<file path="config.mk">
export PLATFORM = sky130hd
export DESIGN_NAME = i2s_transmitter
export DESIGN_NICKNAME = d
export VERILOG_FILES = /design/src/rtl/i2s_transmitter.sv
export SDC_FILE = /design/constraint.sdc
export NUM_CORES = 1
export LEC_CHECK = 0
export CORE_MARGIN = 3
export CORE_UTILIZATION = 45
export DETAILED_ROUTE_END_ITERATION = 12
export PLACE_DENSITY = 0.71
export SETUP_SLACK_MARGIN = 0.02
export SYNTH_ARGS = -nofsm -noshare
export SYNTH_HDL_FRONTEND = slang
export SYNTH_SLANG_ARGS = --single-unit
</file>
<file path="constraint.sdc">
create_clock -name clk -period 1.7 [get_ports clk]
set_input_delay 0.17 -clock clk [delete_from_list [all_inputs] [get_ports clk]]
set_output_delay 0.17 -clock clk [all_outputs]
set_load 0.02 [all_outputs]
</file>
<file path="src/rtl/i2s_transmitter.sv">
// Philips I2S serialiser with a one-pair holding register and internal BCLK/LRCLK generation.
// Missing samples at a frame boundary are replaced by a silent (all-zero) frame.
module i2s_transmitter #(
    parameter int W       = 16,
    parameter int SLOT    = 32,
    parameter int CLK_DIV = 4
) (
    input  logic         clk,
    input  logic         reset_n,
    input  logic [W-1:0] sampleInL,
    input  logic [W-1:0] sampleInR,
    input  logic         sampleValid,
    output logic         sampleReady,
    output logic         bclk,
    output logic         lrclk,
    output logic         sdata,
    output logic         frameStart,
    output logic         underflow
);

    localparam int NB  = 2 * SLOT;
    localparam int BW  = $clog2(NB);
    localparam int DW  = (CLK_DIV > 1) ? $clog2(CLK_DIV) : 1;
    localparam int PAD = SLOT - W;

    localparam logic [DW-1:0] DIV_LAST = DW'(CLK_DIV - 1);
    localparam logic [BW-1:0] BIT_LAST = BW'(NB - 1);
    localparam logic [BW-1:0] BIT_ONE  = BW'(1);
    localparam logic [BW-1:0] SLOT_IDX = BW'(SLOT);

    logic [DW-1:0] div_cnt_q, div_cnt_d;
    logic [BW-1:0] bit_cnt_q, bit_cnt_d;
    logic          bclk_q, bclk_d;
    logic          lrclk_q, lrclk_d;
    logic          sdata_q, sdata_d;
    logic [NB-1:0] frame_q, frame_d;
    logic [W-1:0]  hold_l_q, hold_l_d;
    logic [W-1:0]  hold_r_q, hold_r_d;
    logic          hold_full_q, hold_full_d;
    logic          ready_q, ready_d;
    logic          frame_start_q, frame_start_d;
    logic          underflow_q, underflow_d;
    logic          div_tick;
    logic          accept;

    always_comb begin
        div_cnt_d     = div_cnt_q;
        bit_cnt_d     = bit_cnt_q;
        bclk_d        = bclk_q;
        lrclk_d       = lrclk_q;
        sdata_d       = sdata_q;
        frame_d       = frame_q;
        hold_l_d      = hold_l_q;
        hold_r_d      = hold_r_q;
        hold_full_d   = hold_full_q;
        frame_start_d = 1'b0;
        underflow_d   = 1'b0;

        div_tick  = (div_cnt_q == DIV_LAST);
        div_cnt_d = div_tick ? '0 : div_cnt_q + 1'b1;
        if (div_tick) begin
            bclk_d = ~bclk_q;
        end

        // Everything visible to the DAC changes on the falling BCLK edge only.
        if (div_tick && bclk_q) begin
            bit_cnt_d = (bit_cnt_q == BIT_LAST) ? '0 : bit_cnt_q + 1'b1;
            frame_d   = {frame_q[NB-2:0], 1'b0};
            if (bit_cnt_d == BIT_ONE) begin
                frame_start_d = 1'b1;
                if (hold_full_q) begin
                    frame_d     = {hold_l_q, {PAD{1'b0}}, hold_r_q, {PAD{1'b0}}};
                    hold_full_d = 1'b0;
                end else begin
                    frame_d     = '0;
                    underflow_d = 1'b1;
                end
            end
            lrclk_d = (bit_cnt_d >= SLOT_IDX);
            sdata_d = frame_d[NB-1];
        end

        // A pair accepted on an underflow-load cycle waits for the next frame.
        accept = sampleValid && ready_q;
        if (accept) begin
            hold_l_d    = sampleInL;
            hold_r_d    = sampleInR;
            hold_full_d = 1'b1;
        end
        ready_d = ~hold_full_d;
    end

    always_ff @(posedge clk) begin
        if (!reset_n) begin
            div_cnt_q     <= '0;
            bit_cnt_q     <= '0;
            bclk_q        <= 1'b0;
            lrclk_q       <= 1'b0;
            sdata_q       <= 1'b0;
            frame_q       <= '0;
            hold_l_q      <= '0;
            hold_r_q      <= '0;
            hold_full_q   <= 1'b0;
            ready_q       <= 1'b1;
            frame_start_q <= 1'b0;
            underflow_q   <= 1'b0;
        end else begin
            div_cnt_q     <= div_cnt_d;
            bit_cnt_q     <= bit_cnt_d;
            bclk_q        <= bclk_d;
            lrclk_q       <= lrclk_d;
            sdata_q       <= sdata_d;
            frame_q       <= frame_d;
            hold_l_q      <= hold_l_d;
            hold_r_q      <= hold_r_d;
            hold_full_q   <= hold_full_d;
            ready_q       <= ready_d;
            frame_start_q <= frame_start_d;
            underflow_q   <= underflow_d;
        end
    end

    assign sampleReady = ready_q;
    assign bclk        = bclk_q;
    assign lrclk       = lrclk_q;
    assign sdata       = sdata_q;
    assign frameStart  = frame_start_q;
    assign underflow   = underflow_q;

endmodule
</file>
==> flow_metrics.tcl, run 1 <==
set metrics [dict create \
    status "complete, but fails checks" \
    violations "setup timing" \
    finClkSkew_ps 11.90 \
    min_path_type "in -> reg" \
    synth_compound_area_share_pct 18.30 \
    drt_iter0_drc 137 \
    crit_chain "ha_4, a21oi_2, and3b_2, o311ai_4, buf_12, buf_8, nand3_2, a21boi_1" \
    rows 33 \
    power_frac_seq_pct 55.4 \
    fin_nets 551 \
    fin_util_pct 60.91 \
    path_buf_inv 2 \
    grt_antenna_before_repair 0 \
    worst_path_max_delay_cell "dfxtp_4" \
    ys_ff_latch 94 \
    cts_buffer_depth 2 \
    syn_inst 463 \
    period_needed_ps 1841 \
    ant_nets 0 \
    period_share_pct 108.3 \
    fmax_mhz 543.3 \
    worstSetupPathType "reg -> reg" \
    clkTransAtPathRegs_ps 100 \
    drcViolationCount 0 \
    dieArea_um2 9669 \
    cts_tree "done" \
    area_growth_pct 31.12 \
    cpPeakStageDelay_ps 380 \
    synth_simple_gate_area_share_pct 26.06 \
    async_flop_share_pct 0 \
    vias_per_cell 5.406 \
    io_buffer_count 40 \
    dominantRegCellSynth "dfxtp_1" \
    setup_viol_count_final 51 \
    swShare_pct 23.57 \
    syn_area_um2 3836 \
    synth.mux.area_fraction_pct 0 \
    finalMaxSlewViolations 0 \
    end_kind "flip-flop" \
    maxCapViolCount 0 \
    yosysWarnings 0 \
    p_switching_mw 0.9738 \
    grt_pass1_vias 3288 \
    crit_family "compound AO/OA/AOI/OAI gates" \
    syn_nets 501 \
    fillCellCount 717 \
    peakVddDrop_mv 0.3403 \
    worstPathArrival_ps 2110 \
    register_area_um2 1889 \
    intPower_mw 3.158 \
    initial_core_util_pct 46.45 \
    worstMarginPinSlew_ps 321.1 \
    cellPowerDensity_nw_per_um2 821.5 \
    synth_top_family_by_area "simple AND/OR/NAND/NOR gates" \
    place_inst 597 \
    grt_pass1_wl_mm 15.04 \
    grt_setup_unrepaired "true" \
    routedWlPerCell_um 14.40 \
    synth.area.top_cells "dfxtp_1 49%, nand2_1 12%, nand3_1 10%" \
    totalWireLength_mm 8.972 \
    synth_xor_area_share_pct 0.9132 \
    power_leakage_nw 1.721 \
    relSlewSlack_pct 78.43 \
    drive_above_1_share_pct 16.99 \
    insertion_delay_ps 350 \
    yosysMostFrequentCell "nand2_1" \
    critPathLaunchType "flip-flop" \
    synth-adder-area-share_pct 0.9785 \
    critical_path_required_ps 1970 \
    cts_root_buffer "clkbuf_8" \
    pin_count 41 \
    synthTopCellsByCount "120 x nand2_1, 94 x dfxtp_1, 80 x nand3_1, 34 x a21boi_0, 31 x o211ai_1" \
    finalInstanceArea_um2 5030 \
    finalHoldViolations 0 \
    cts.htree.levels 3 \
    cts_sinks 94 \
    core_area_um2 8258 \
    n_antenna_cell 0 \
    pwr-share-clk_pct 36.2 \
    grt_max_degree 63 \
    place_area_um2 4547 \
    place.gp.congestion 0.8470 \
    cts_buffers 9 \
    synth_top_area_share_pct 49.05 \
    grt.overflow.total 0 \
    fin_ws_ps -140.7 \
    synth_cell_types 31 \
    dieWidth_um 98.33 \
    via_count 3368 \
    fin_cells 623 \
    hold_slack_ps 367.0 \
    yosysSeqAreaShare_pct 49.05 \
    avgSynthCellArea_um2 8.285 \
    die_y_um 98.33 \
    first_pass_iters 4 \
    synth_edf_count 0 \
    p_comb_share_pct 8.5 \
    worstPathMaxFanout 9 \
    yosysTopAreaCell "dfxtp_1" \
    multi_input_area_um2 1914 \
    grtUsageTotal_pct 18.67 \
    hpwl_mm 5.452 \
]
==> cell families after synthesis <==
family / count (synthesis)
adder cells (fa/ha/maj): 3
XOR/XNOR: 4
AND/OR/NAND/NOR: 225
flip-flops: 94
AO/OA/AOI/OAI: 93
buffers and inverters: 44
==> through the flow <==
stage	setup TNS, ps	total power [mW]	setup WS [ps]
after floorplan	-672.2	2.502	-16.72
after global placement	-127.1	2.661	-20.65
after detailed placement	-1036	2.671	-64.81
after CTS	-2419	4.145	-82.72
after global routing	-7489	4.288	-199.3
final	-2693	4.132	-140.7
==> power groups by stage <==
stage                     combinational, mW  sequential, mW  clock [mW]
after global placement                0.323            2.34           0
final                                 0.350            2.29        1.50
after CTS                             0.345            2.29        1.51
after detailed placement              0.331            2.34           0
after floorplan                       0.165            2.34           0
after global routing                  0.385            2.30        1.61
==> worst paths after layout <==
path / startpoint / endpoint / slack [ps] / cells after the start
setup / recovery: bit_cnt_q[1]$_SDFFE_PN0P_ / frame_q[46]$_SDFFE_PN0P_ / -140 / 8
hold / removal: sampleInR[11] / hold_r_q[11]$_SDFFE_PN0P_ / 370 / 3
setup reg to reg: bit_cnt_q[1]$_SDFFE_PN0P_ / frame_q[46]$_SDFFE_PN0P_ / -140 / 8
hold reg to reg: div_cnt_q[0]$_SDFF_PP0_ / div_cnt_q[0]$_SDFF_PP0_ / 420 / 1
==> cell usage in the layout (no fill, tap or decap), types with 2 or more instances in the layout <==
cell type / Yosys / final
o21ai_2: 0 / 2
buf_16: 0 / 2
o21ai_0: 4 / 2
nand3_1: 80 / 65
ha_1: 3 / 2
and2_1: 7 / 6
o211ai_1: 31 / 31
buf_12: 0 / 7
nor2_1: 5 / 5
and3_1: 3 / 2
a21boi_1: 16 / 11
dfxtp_1: 94 / 92
clkdlybuf4s50_1: 0 / 40
buf_6: 0 / 4
a21boi_2: 0 / 5
inv_1: 3 / 3
nand3_2: 0 / 14
dfxtp_4: 0 / 2
nor3_1: 3 / 2
nand2_1: 120 / 120
clkinv_2: 0 / 2
clkbuf_8: 0 / 10
buf_4: 2 / 24
a31oi_1: 2 / 2
a21boi_0: 34 / 34
clkbuf_16: 0 / 2
xnor2_1: 3 / 3
==> layer usage <==
layer  GRT usage [%]  routed length, µm
met5               0                  0
met4           6.408                139
met3           3.357                156
met2           32.87               4560
met1           22.89               4116
==> state kept, by name, summed over array words and instances, names as in the netlist <==
signal	cells
frame_q	47
lrclk	1
hold_r_q	16
hold_l_q	16
bclk	1
hold_full_q	1
bit_cnt_q	6
sampleReady	1
div_cnt_q	2
sdata	1
frameStart	1
underflow	1
==> cell type report <==
class | instances | area share, %
multi-input cells | 325 | 38.06
flip-flops and latches | 94 | 37.56
repair buffers | 80 | 17.61
clock buffers | 11 | 2.811
well taps | 105 | 2.612
clock inverters | 5 | 1.119
inverters | 3 | 0.2239
==> tightest hold or removal path, cell delays in order <==
cell and delay (ps):
clkdlybuf4s50_1 390, nand2_1 50, a21boi_0 60
==> repair_timing <==
| item | CTS | global route |
|---|---|---|
| gates cloned | 2 | 2 |
| pin swaps | 8 | 11 |
| hold buffers | 0 | 0 |
| buffers inserted | 5 | 1 |
| gates resized for setup | 19 | 17 |
| endpoints found under the setup margin | 41 | 57 |
No activity file was read; power rests on OpenSTA's default activity.
==> run 2: changes to the inputs <==
Settings changed: CAP_MARGIN set to 40.
==> results of run 2 <==
Same layout as run 1: the final DEF is identical, and so are final timing and power.
==> run 3: changes to the inputs <==
Settings changed: ABC_CLOCK_PERIOD_IN_PS set to 1700, CORE_MARGIN 3 to unset, CTS_CLUSTER_SIZE set to 40.
==> flow_metrics.tcl, run 3 (synthesized netlist as in run 1, its figures left out) <==
set metrics [dict create \
    finalHoldViolations 0 \
    grt_pass1_wl_mm 14.58 \
    grt_pass1_vias 3239 \
    finalInstanceArea_um2 5059 \
    power_leakage_nw 1.701 \
    cts_sinks 94 \
    reg.largest.list "frame_q: 47 flops, hold_l_q: 16 flops, hold_r_q: 16 flops" \
    r2r_slack_ps -90 \
    fin_cells 617 \
    clkTransAtPathRegs_ps 100 \
    grt_max_degree 41 \
    cellPowerDensity_nw_per_um2 824.1 \
    place_ws_ps -75.99 \
    dieWidth_um 94.33 \
    cts_tree "done" \
    crit_start "bit_cnt_q[1]$_SDFFE_PN0P_" \
    totalWireLength_mm 8.740 \
    worstPathArrival_ps 2080 \
    worstSetupPathType "reg -> reg" \
    initial_core_util_pct 46.69 \
    hpwl_mm 5.055 \
    cts.htree.levels 3 \
    dieArea_um2 8898 \
    rows 33 \
    violations "setup timing" \
    layout_commonest_cell "nand2_1" \
    cts_buffer_depth 2 \
    place_area_um2 4469 \
    insertion_delay_ps 360 \
    drive_above_1_share_pct 17.19 \
    reg2reg_to "frame_q[31]$_SDFFE_PN0P_" \
    top_register "frame_q" \
    min_path_type "in -> reg" \
    fin_ws_ps -86.38 \
    worstMarginPinSlew_ps 375.0 \
    grt_antenna_before_repair 0 \
    routedWlPerCell_um 14.17 \
    finalMaxSlewViolations 0 \
    die_y_um 94.33 \
    critical_path_required_ps 1990 \
    pin_count 41 \
    n_antenna_cell 0 \
    grt.overflow.total 0 \
    drcViolationCount 0 \
    end_kind "flip-flop" \
    first_pass_iters 4 \
    maxCapViolCount 0 \
    peakVddDrop_mv 0.5050 \
    most-common-layout-cells "120 x nand2_1, 92 x dfxtp_1, 55 x nand3_1, 40 x clkdlybuf4s50_1, 34 x a21boi_0" \
    cts_root_buffer "clkbuf_8" \
    relSlewSlack_pct 75.00 \
    critPathLaunchType "flip-flop" \
    setup_tns_ps -1331 \
    status "complete, but fails checks" \
    grtUsageTotal_pct 20.90 \
    cp-endpoint "frame_q[31]$_SDFFE_PN0P_" \
    core_area_um2 8217 \
    ant_nets 0 \
    setup_viol_count_final 37 \
    r2r-start "bit_cnt_q[1]$_SDFFE_PN0P_" \
    fmax_mhz 559.8 \
    fin_nets 545 \
    io_buffer_count 40 \
    place_inst 590 \
    area_growth_pct 31.87 \
    period_share_pct 105.1 \
    cts_buffers 9 \
    via_count 3314 \
    place.gp.congestion 0.7977 \
    drt_iter0_drc 138 \
    largest_register_ffs 47 \
    fillCellCount 693 \
    grt_setup_unrepaired "true" \
    period_needed_ps 1786 \
    reg2reg_depth 9 \
    vias_per_cell 5.371 \
    finClkSkew_ps 16.76 \
    worstPathMaxFanout 7 \
]
[run 3: what timing repair did]
| action | 4_1_cts | 5_1_grt |
|---|---|---|
| hold buffers | 0 | 0 |
| cloned | 4 | 2 |
| endpoints found under the hold margin | 0 | 0 |
| resized for setup | 16 | 30 |
| buffers inserted | 6 | 0 |
| pin swaps | 17 | 31 |
| setup endpoints to repair | 49 | 52 |
[run 3: power by group]
part           total, mW  switching, mW  internal, mW
registers           2.29         0.0306          2.26
logic              0.339          0.168         0.172
clock network       1.54          0.776         0.767
total               4.17          0.974          3.19
[run 3: worst min-delay path by stage]
stage | from | to | slack (ps) | cells after the start
6_report | sampleInL[3] | hold_l_q[3]$_SDFFE_PN0P_ | 360 | 3
5_1_grt | sampleInR[10] | hold_r_q[10]$_SDFFE_PN0P_ | 370 | 3
2_1_floorplan | sampleInL[10] | hold_l_q[10]$_SDFFE_PN0P_ | 310 | 2
3_5_place_dp | div_cnt_q[0]$_SDFF_PP0_ | div_cnt_q[0]$_SDFF_PP0_ | 420 | 1
4_1_cts | sampleInR[7] | hold_r_q[7]$_SDFFE_PN0P_ | 350 | 3
3_3_place_gp | div_cnt_q[0]$_SDFF_PP0_ | div_cnt_q[0]$_SDFF_PP0_ | 410 | 1
[run 3: per-stage QoR]
step | hold WS, ps | total power [mW] | utilization (%)
CTS | 346.7 | 4.201 | 59.56
finish | 359.7 | 4.169 | 61.57
global placement | 410.8 | 2.646 | 54.39
floorplan | 314.9 | 2.502 | -
detailed placement | 421.2 | 2.653 | 54.39
global route | 367.0 | 4.339 | 61.57
[run 3: per-layer routing]
| layer | share of wire (%) | global-route usage (%) | vias up | wire length (µm) |
|---|---|---|---|---|
| met1 | 45 | 25.51 | 1586 | 3898 |
| met4 | 1.5 | 8.462 | 0 | 133 |
| met3 | 3.0 | 3.382 | 10 | 266 |
| met2 | 51 | 36.47 | 41 | 4441 |
| li1 | - | - | 1677 | - |
| met5 | 0 | 0 | - | 0 |
[run 3: cell type report]
cell class / instances / area, µm² / area share (%)
multi-input combinational: 325 / 1953 / 38.61
sequential: 94 / 1889 / 37.35
timing repair buffer: 74 / 864.6 / 17.09
clock buffer: 12 / 155.1 / 3.067
tap: 105 / 131.4 / 2.597
clock inverter: 4 / 53.80 / 1.064
inverter: 3 / 11.26 / 0.2226
[run 3: critical path, stage by stage, from the launching register on]
cell and delay (ps):
dfxtp_4 380, ha_4 170, a21oi_2 90, and3b_2 230
o311ai_4 290, buf_6 170, buf_12 110, buf_16 120
nand3_2 70, o211ai_1 100
